--- config.mk ---
export PLATFORM = sky130hd
export DESIGN_NAME = z3_tenure_limiter
export DESIGN_NICKNAME = d
export VERILOG_FILES = /design/src/rtl/z3_tenure_limiter.sv
export SDC_FILE = /design/constraint.sdc
export NUM_CORES = 1
export LEC_CHECK = 0
export CORE_UTILIZATION = 45
export CTS_CLUSTER_SIZE = 40
export DETAILED_ROUTE_END_ITERATION = 10
export PLACE_DENSITY = 0.75
export SLEW_MARGIN = 20
export SYNTH_ARGS = -nofsm -noshare
export SYNTH_HDL_FRONTEND = slang
export SYNTH_SLANG_ARGS = --single-unit
--- constraint.sdc ---
create_clock -name clk100 -period 1.8 [get_ports clk100]
set_clock_uncertainty 0.15 [all_clocks]
set_input_delay 0.27 -clock clk100 [delete_from_list [all_inputs] [get_ports clk100]]
set_output_delay 0.27 -clock clk100 [all_outputs]
set_load 0.005 [all_outputs]
--- src/rtl/z3_tenure_limiter.sv ---
// z3_tenure_limiter
//
// Fairness controller for Zorro III DMA bus tenures. It sits beside the bus
// arbiter on clk100 and counts the full Z3 cycles (FCS assertions) performed
// by the granted master. Once the programmable quota is used up and someone
// else is waiting, it asks the arbiter to end the tenure. After every tenure
// it holds a CPU window of CPU_GAP cpuclk_rising events before another Z3
// tenure may begin.
//
// Ports:
//   clk100         system clock
//   reset_n        asynchronous active-low reset
//   cpuclk_rising  one-clk100 pulse per CPU clock rising edge
//   fcs_n_in       raw Zorro FCS (asynchronous, active-low)
//   bm_z3          high while the arbiter's bus-master state is Z3
//   z3_grant       arbiter's current Z3 grant (one-hot or zero)
//   z3_requests    registered Z3 requests from the arbiter
//   sdmac_req      synchronized SDMAC request
//   quota_wr       load the quota register this cycle
//   quota_wdata    new quota value (0 = unlimited)
//   preempt_req    arbiter must negate EBG and end the tenure
//   cpu_window     arbiter must not start a new Z3 tenure while high
//   tenure_count   Z3 cycles counted in the current/last tenure (saturating)
//   owner          grant captured at tenure start
//   grant_error    sticky: non-one-hot grant, or tenure start inside window

module z3_tenure_limiter #(
  parameter int          NUM_SLOTS     = 5,
  parameter int          QUOTA_W       = 8,
  parameter int unsigned DEFAULT_QUOTA = 64,
  parameter int          CPU_GAP       = 4
) (
  input  logic                 clk100,
  input  logic                 reset_n,
  input  logic                 cpuclk_rising,
  input  logic                 fcs_n_in,
  input  logic                 bm_z3,
  input  logic [NUM_SLOTS-1:0] z3_grant,
  input  logic [NUM_SLOTS-1:0] z3_requests,
  input  logic                 sdmac_req,
  input  logic                 quota_wr,
  input  logic [QUOTA_W-1:0]   quota_wdata,
  output logic                 preempt_req,
  output logic                 cpu_window,
  output logic [QUOTA_W-1:0]   tenure_count,
  output logic [NUM_SLOTS-1:0] owner,
  output logic                 grant_error
);

  typedef enum logic [1:0] {
    ST_IDLE,
    ST_TENURE,
    ST_PREEMPT,
    ST_GAP
  } state_t;

  localparam logic [QUOTA_W-1:0]   QUOTA_RST = QUOTA_W'(DEFAULT_QUOTA);
  localparam logic [NUM_SLOTS-1:0] SLOT_ONE  = NUM_SLOTS'(1);
  localparam logic [3:0]           GAP_LAST  = 4'(CPU_GAP - 1);

  state_t               state;
  state_t               state_next;
  logic [2:0]           fcs_sync;
  logic [QUOTA_W-1:0]   quota;
  logic [QUOTA_W-1:0]   count_next;
  logic [QUOTA_W-1:0]   count_inc;
  logic [NUM_SLOTS-1:0] owner_next;
  logic [3:0]           gap_cnt;
  logic [3:0]           gap_next;
  logic                 error_next;
  logic                 start_tenure;
  logic                 fcs_fall;
  logic                 fcs_negated;
  logic                 competitor;
  logic                 grant_onehot;

  // fcs_sync[1] is the newest metastability-safe sample, fcs_sync[2] the one
  // before it; a 1 -> 0 step between them marks the start of a Z3 cycle.
  assign fcs_fall    = fcs_sync[2] & ~fcs_sync[1];
  assign fcs_negated = fcs_sync[1];

  // The owner's own request does not count as competition.
  assign competitor   = (|(z3_requests & ~owner)) | sdmac_req;
  assign grant_onehot = (z3_grant != '0) && ((z3_grant & (z3_grant - SLOT_ONE)) == '0);
  assign count_inc    = (tenure_count == '1) ? tenure_count : tenure_count + QUOTA_W'(1);

  // Next-state logic. Leaving a tenure on bm_z3 low wins over preemption,
  // and a counted FCS edge in that same cycle is still added to the count.
  always_comb begin
    state_next   = state;
    count_next   = tenure_count;
    owner_next   = owner;
    gap_next     = gap_cnt;
    error_next   = grant_error;
    start_tenure = 1'b0;

    unique case (state)
      ST_IDLE: begin
        if (bm_z3) begin
          start_tenure = 1'b1;
        end
      end

      ST_TENURE: begin
        if (fcs_fall) begin
          count_next = count_inc;
        end
        if (!bm_z3) begin
          state_next = ST_GAP;
          gap_next   = '0;
        end else if ((quota != '0) && (tenure_count >= quota) && competitor && fcs_negated) begin
          state_next = ST_PREEMPT;
        end
      end

      ST_PREEMPT: begin
        if (fcs_fall) begin
          count_next = count_inc;
        end
        if (!bm_z3) begin
          state_next = ST_GAP;
          gap_next   = '0;
        end
      end

      ST_GAP: begin
        if (bm_z3) begin
          error_next   = 1'b1;
          start_tenure = 1'b1;
        end else if (cpuclk_rising) begin
          if (gap_cnt == GAP_LAST) begin
            state_next = ST_IDLE;
          end else begin
            gap_next = gap_cnt + 4'd1;
          end
        end
      end

      default: begin
        state_next = ST_IDLE;
      end
    endcase

    if (start_tenure) begin
      state_next = ST_TENURE;
      owner_next = z3_grant;
      count_next = '0;
      if (!grant_onehot) begin
        error_next = 1'b1;
      end
    end
  end

  // State, counters and registered outputs. preempt_req and cpu_window are
  // decoded from the next state so they change on the same edge as the state.
  always_ff @(posedge clk100 or negedge reset_n) begin
    if (!reset_n) begin
      state        <= ST_IDLE;
      fcs_sync     <= '1;
      quota        <= QUOTA_RST;
      tenure_count <= '0;
      owner        <= '0;
      gap_cnt      <= '0;
      grant_error  <= 1'b0;
      preempt_req  <= 1'b0;
      cpu_window   <= 1'b0;
    end else begin
      state        <= state_next;
      fcs_sync     <= {fcs_sync[1:0], fcs_n_in};
      tenure_count <= count_next;
      owner        <= owner_next;
      gap_cnt      <= gap_next;
      grant_error  <= error_next;
      preempt_req  <= (state_next == ST_PREEMPT);
      cpu_window   <= (state_next == ST_GAP);
      if (quota_wr) begin
        quota <= quota_wdata;
      end
    end
  end

endmodule

==> key figures <==
Critical path
  – CP Launch Type: flop
  – Critical path's slowest cell: dfrtp_1
  – Worst EP required: 1.82 ns
  – CP Class: reg -> reg
  – CP max FO: 4
  – CP Capture Type: flop
  – CP Cell Sequence: inv_2 > ha_4 > nand3b_1 > a311oi_2 > buf_4 > nand3_2 > xor2_1 > nor2_1
  – CP peak stage delay: 0.40 ns
  – Worst reg2reg path depth: 8
  – Worst endpoint data arrival time: 2.01 ns

Floorplan
  – CORE AREA: 3800 um^2
  – Row count: 22
  – Starting Density: 48.4%
  – Die width: 65.9 um
  – Die area: 4350 um^2
  – Io pins: 41
  – Die Y: 65.9 um

Timing
  – Final hold violations: 0
  – Worst hold margin: 0.206 ns
  – Final min period: 2.00 ns
  – Peak Freq: 0.501 GHz
  – RSZ-0062 raised after global routing: true
  – Max_slew headroom: 69.3%
  – Final setup viols: 11
  – Tcrit/Tclk final: 111%
  – Final Worst Setup Slack: -0.198 ns
  – Max Slew Vio Count: 0
  – Slew @ Worst Pin: 0.458 ns

Routing
  – Antenna-violating nets left: 0
  – Total Wirelength: 5040 um
  – Vias: 1661
  – # DRC: 0
  – Vias per cell: 5.32
  – Drt pass-1 iters: 4
  – DR iter-0 viols: 130
  – Avg WL per Cell: 16.2 um

Pwr
  – Pleak: 0.00125 uW
  – Int Power: 2080 uW
  – Worst vdd ir: 585 uV
  – Switching pwr: 1090 uW
  – Switching part of the total power: 34.5%
  – Share of power burned in registers: 31.3%
  – Gate power share: 52.3%
  – Cell Pwr Density: 1100 nW/um^2
  – Clk network pwr share: 16.4%

Synthesis
  – Yosys warns: 0
  – #FFs+latches synth: 33
  – Cell Area, Synth: 1840 um^2
  – Syn nets: 216
  – Register area share after synthesis: 45.2%
  – Area leader, netlist: dfrtp_1
  – Post-synth EDFFs: 0
  – Syn avg cell area: 10.4 um^2
  – Yosys cell types: 47
  – Primary FF master, synth: dfrtp_1
  – Post-synth top area share: 39.5%
  – Ys async rst share: 100%
  – Post-Synthesis Cells: 177
  – Synth area leaders: dfrtp_1, ha_1, dfstp_2, o21ai_0, xor2_1

Finish
  – Layout area overhead: 56.1%
  – Multi-input logic area: 1120 um^2
  – Register area: 831 um^2
  – Post-route cell area: 2870 um^2
  – Final net count: 302
  – Share of cells above drive strength 1: 36.4%
  – Layout fillers: 246
  – ANT cells: 0

Placed design
  – Final GP Congestion: 0.827
  – Placed wire-length estimate: 3460 um
  – DP Area: 2530 um^2
  – Port Buffers: 40
  – Worst slack at placement: -0.275 ns

Run status
  – Status: complete, but fails checks
  – Failing checks: setup timing

Clock tree
  – Clk sink count: 33
  – Worst-Skew Late Latency: 0.27 ns
  – CTS tree: done
  – Clock Pin Slew Worst Setup and Hold Paths: 0.07 ns
  – Root Driver: clkbuf_8
  – Clock Tree Buf Depth: 2
  – CTS buffer count: 5
  – Htree depth: 2

Flow run
  – Max Cap Viol: 0

Global route
  – Initial antenna violation count: 0
  – Gr usage total: 24.3%
  – First-pass GRT wire length: 7890 um
  – Largest net degree at the start of global routing: 34
  – Total grt overflow: 0
  – Via count of the first global-routing pass: 1711

Worst hold path
  – Hold path depth: 0
  – Hold crit path type: reg -> reg
## registers in the layout, indices dropped and copies added, names as in the netlist
signal / cells
cpu_window: 1
grant_error: 1
preempt_req: 1
owner: 5
fcs_sync: 3
gap_cnt: 4
quota: 8
state: 2
tenure_count: 8
## per-layer routing
| layer | global-route usage (%) | routed length [um] | vias up | part of all wire [%] |
|---|---|---|---|---|
| met5 | 0 | 0 | - | 0 |
| met4 | 8.24 | 119 | 0 | 2.4 |
| met3 | 4.48 | 193 | 10 | 3.8 |
| met2 | 43.6 | 2690 | 49 | 53 |
| met1 | 28.9 | 2040 | 803 | 40 |
| li1 | - | - | 799 | - |
## placed cells by master, fill, tap and decap left out, types with 6 or more instances in the layout
master           netlist  layout
buf_4                  0      37
clkdlybuf4s50_1        0      40
dfrtp_1               29      29
ha_1                  14       8
inv_1                 13       7
inv_2                  0       6
nand2_1               11      10
nor2_1                16      15
o21ai_0               14      11
xor2_1                 8       7
## timing repair
action	4_1_cts	5_1_grt
hold buffers	0	0
hold endpoints to repair	0	0
setup endpoints to repair	12	17
pin swaps	16	22
gates resized for setup	20	21
setup buffers	5	8
cloned	0	0
## synthesized netlist by cell type (2+ instances only)
master / number
a211oi_1: 3
a21oi_1: 4
and3_1: 2
clkbuf_1: 2
dfrtp_1: 29
dfstp_2: 4
ha_1: 14
inv_1: 13
mux2_2: 5
nand2_1: 11
nand2b_1: 5
nand3_1: 5
nand3b_1: 2
nand4_1: 2
nor2_1: 16
nor2b_1: 2
o21ai_0: 14
o31ai_1: 2
or3_1: 2
or4_1: 4
xnor2_1: 3
xor2_1: 8
## final timing paths
| kind | startpoint | to | slack (ns) |
|---|---|---|---|
| setup / recovery | state[1] | tenure_count[4] | -0.20 |
| hold / removal | fcs_sync[0] | fcs_sync[1] | 0.21 |
| setup reg to reg | state[1] | tenure_count[4] | -0.20 |
| hold reg to reg | fcs_sync[0] | fcs_sync[1] | 0.21 |
| max in group asynchronous | reset_n | quota[6] | 0.91 |
| min in group asynchronous | reset_n | tenure_count[3] | 0.25 |
## power by group through the flow
stage / Clock [uW] / Combinational (uW) / Sequential, uW
after floorplan: 0 / 715 / 1010
after global placement: 0 / 1300 / 987
after detailed placement: 0 / 1360 / 995
after CTS: 527 / 1530 / 987
after global routing: 571 / 1770 / 1010
final: 521 / 1660 / 992
## stage by stage
step | power [uW] | cells | TNS, ns | utilization (%)
after floorplan | 1720 | 177 | -0.216 | -
after global placement | 2280 | 291 | -0.776 | 66.6
after detailed placement | 2350 | 291 | -1.87 | 66.6
after CTS | 3050 | 304 | -0.530 | 72.1
after global routing | 3350 | 312 | -2.08 | 75.6
final | 3170 | 312 | -1.22 | 75.6
## critical path: cells and delay by family, from the launching register on
family	cells	cell delay (ns)
flip-flops	1	0.40
AO/OA/AOI/OAI	1	0.35
adder cells (fa/ha/maj)	1	0.28
AND/OR/NAND/NOR	3	0.27
buffers and inverters	2	0.26
XOR/XNOR	1	0.17
## cell type report
| type | count | area share, % |
|---|---|---|
| multi-input cells | 128 | 38.9 |
| flip-flops and latches | 33 | 28.9 |
| repair buffers | 82 | 25.6 |
| clock buffers | 8 | 2.79 |
| well taps | 48 | 2.09 |
| inverters | 13 | 1.70 |
## logic make-up after synthesis
| logic type | count (synthesis) | synth area share, % |
|---|---|---|
| adders and majority gates | 14 | 9.52 |
| DFF | 33 | 45.2 |
| buffers and inverters | 16 | 3.33 |
| and+or+nand+nor | 61 | 18.6 |
| xor gates and xnor gates | 11 | 5.24 |
| muxes | 6 | 3.61 |
| AOI/OAI and AO/OA | 36 | 14.5 |
(Power assumes the default switching activity.)
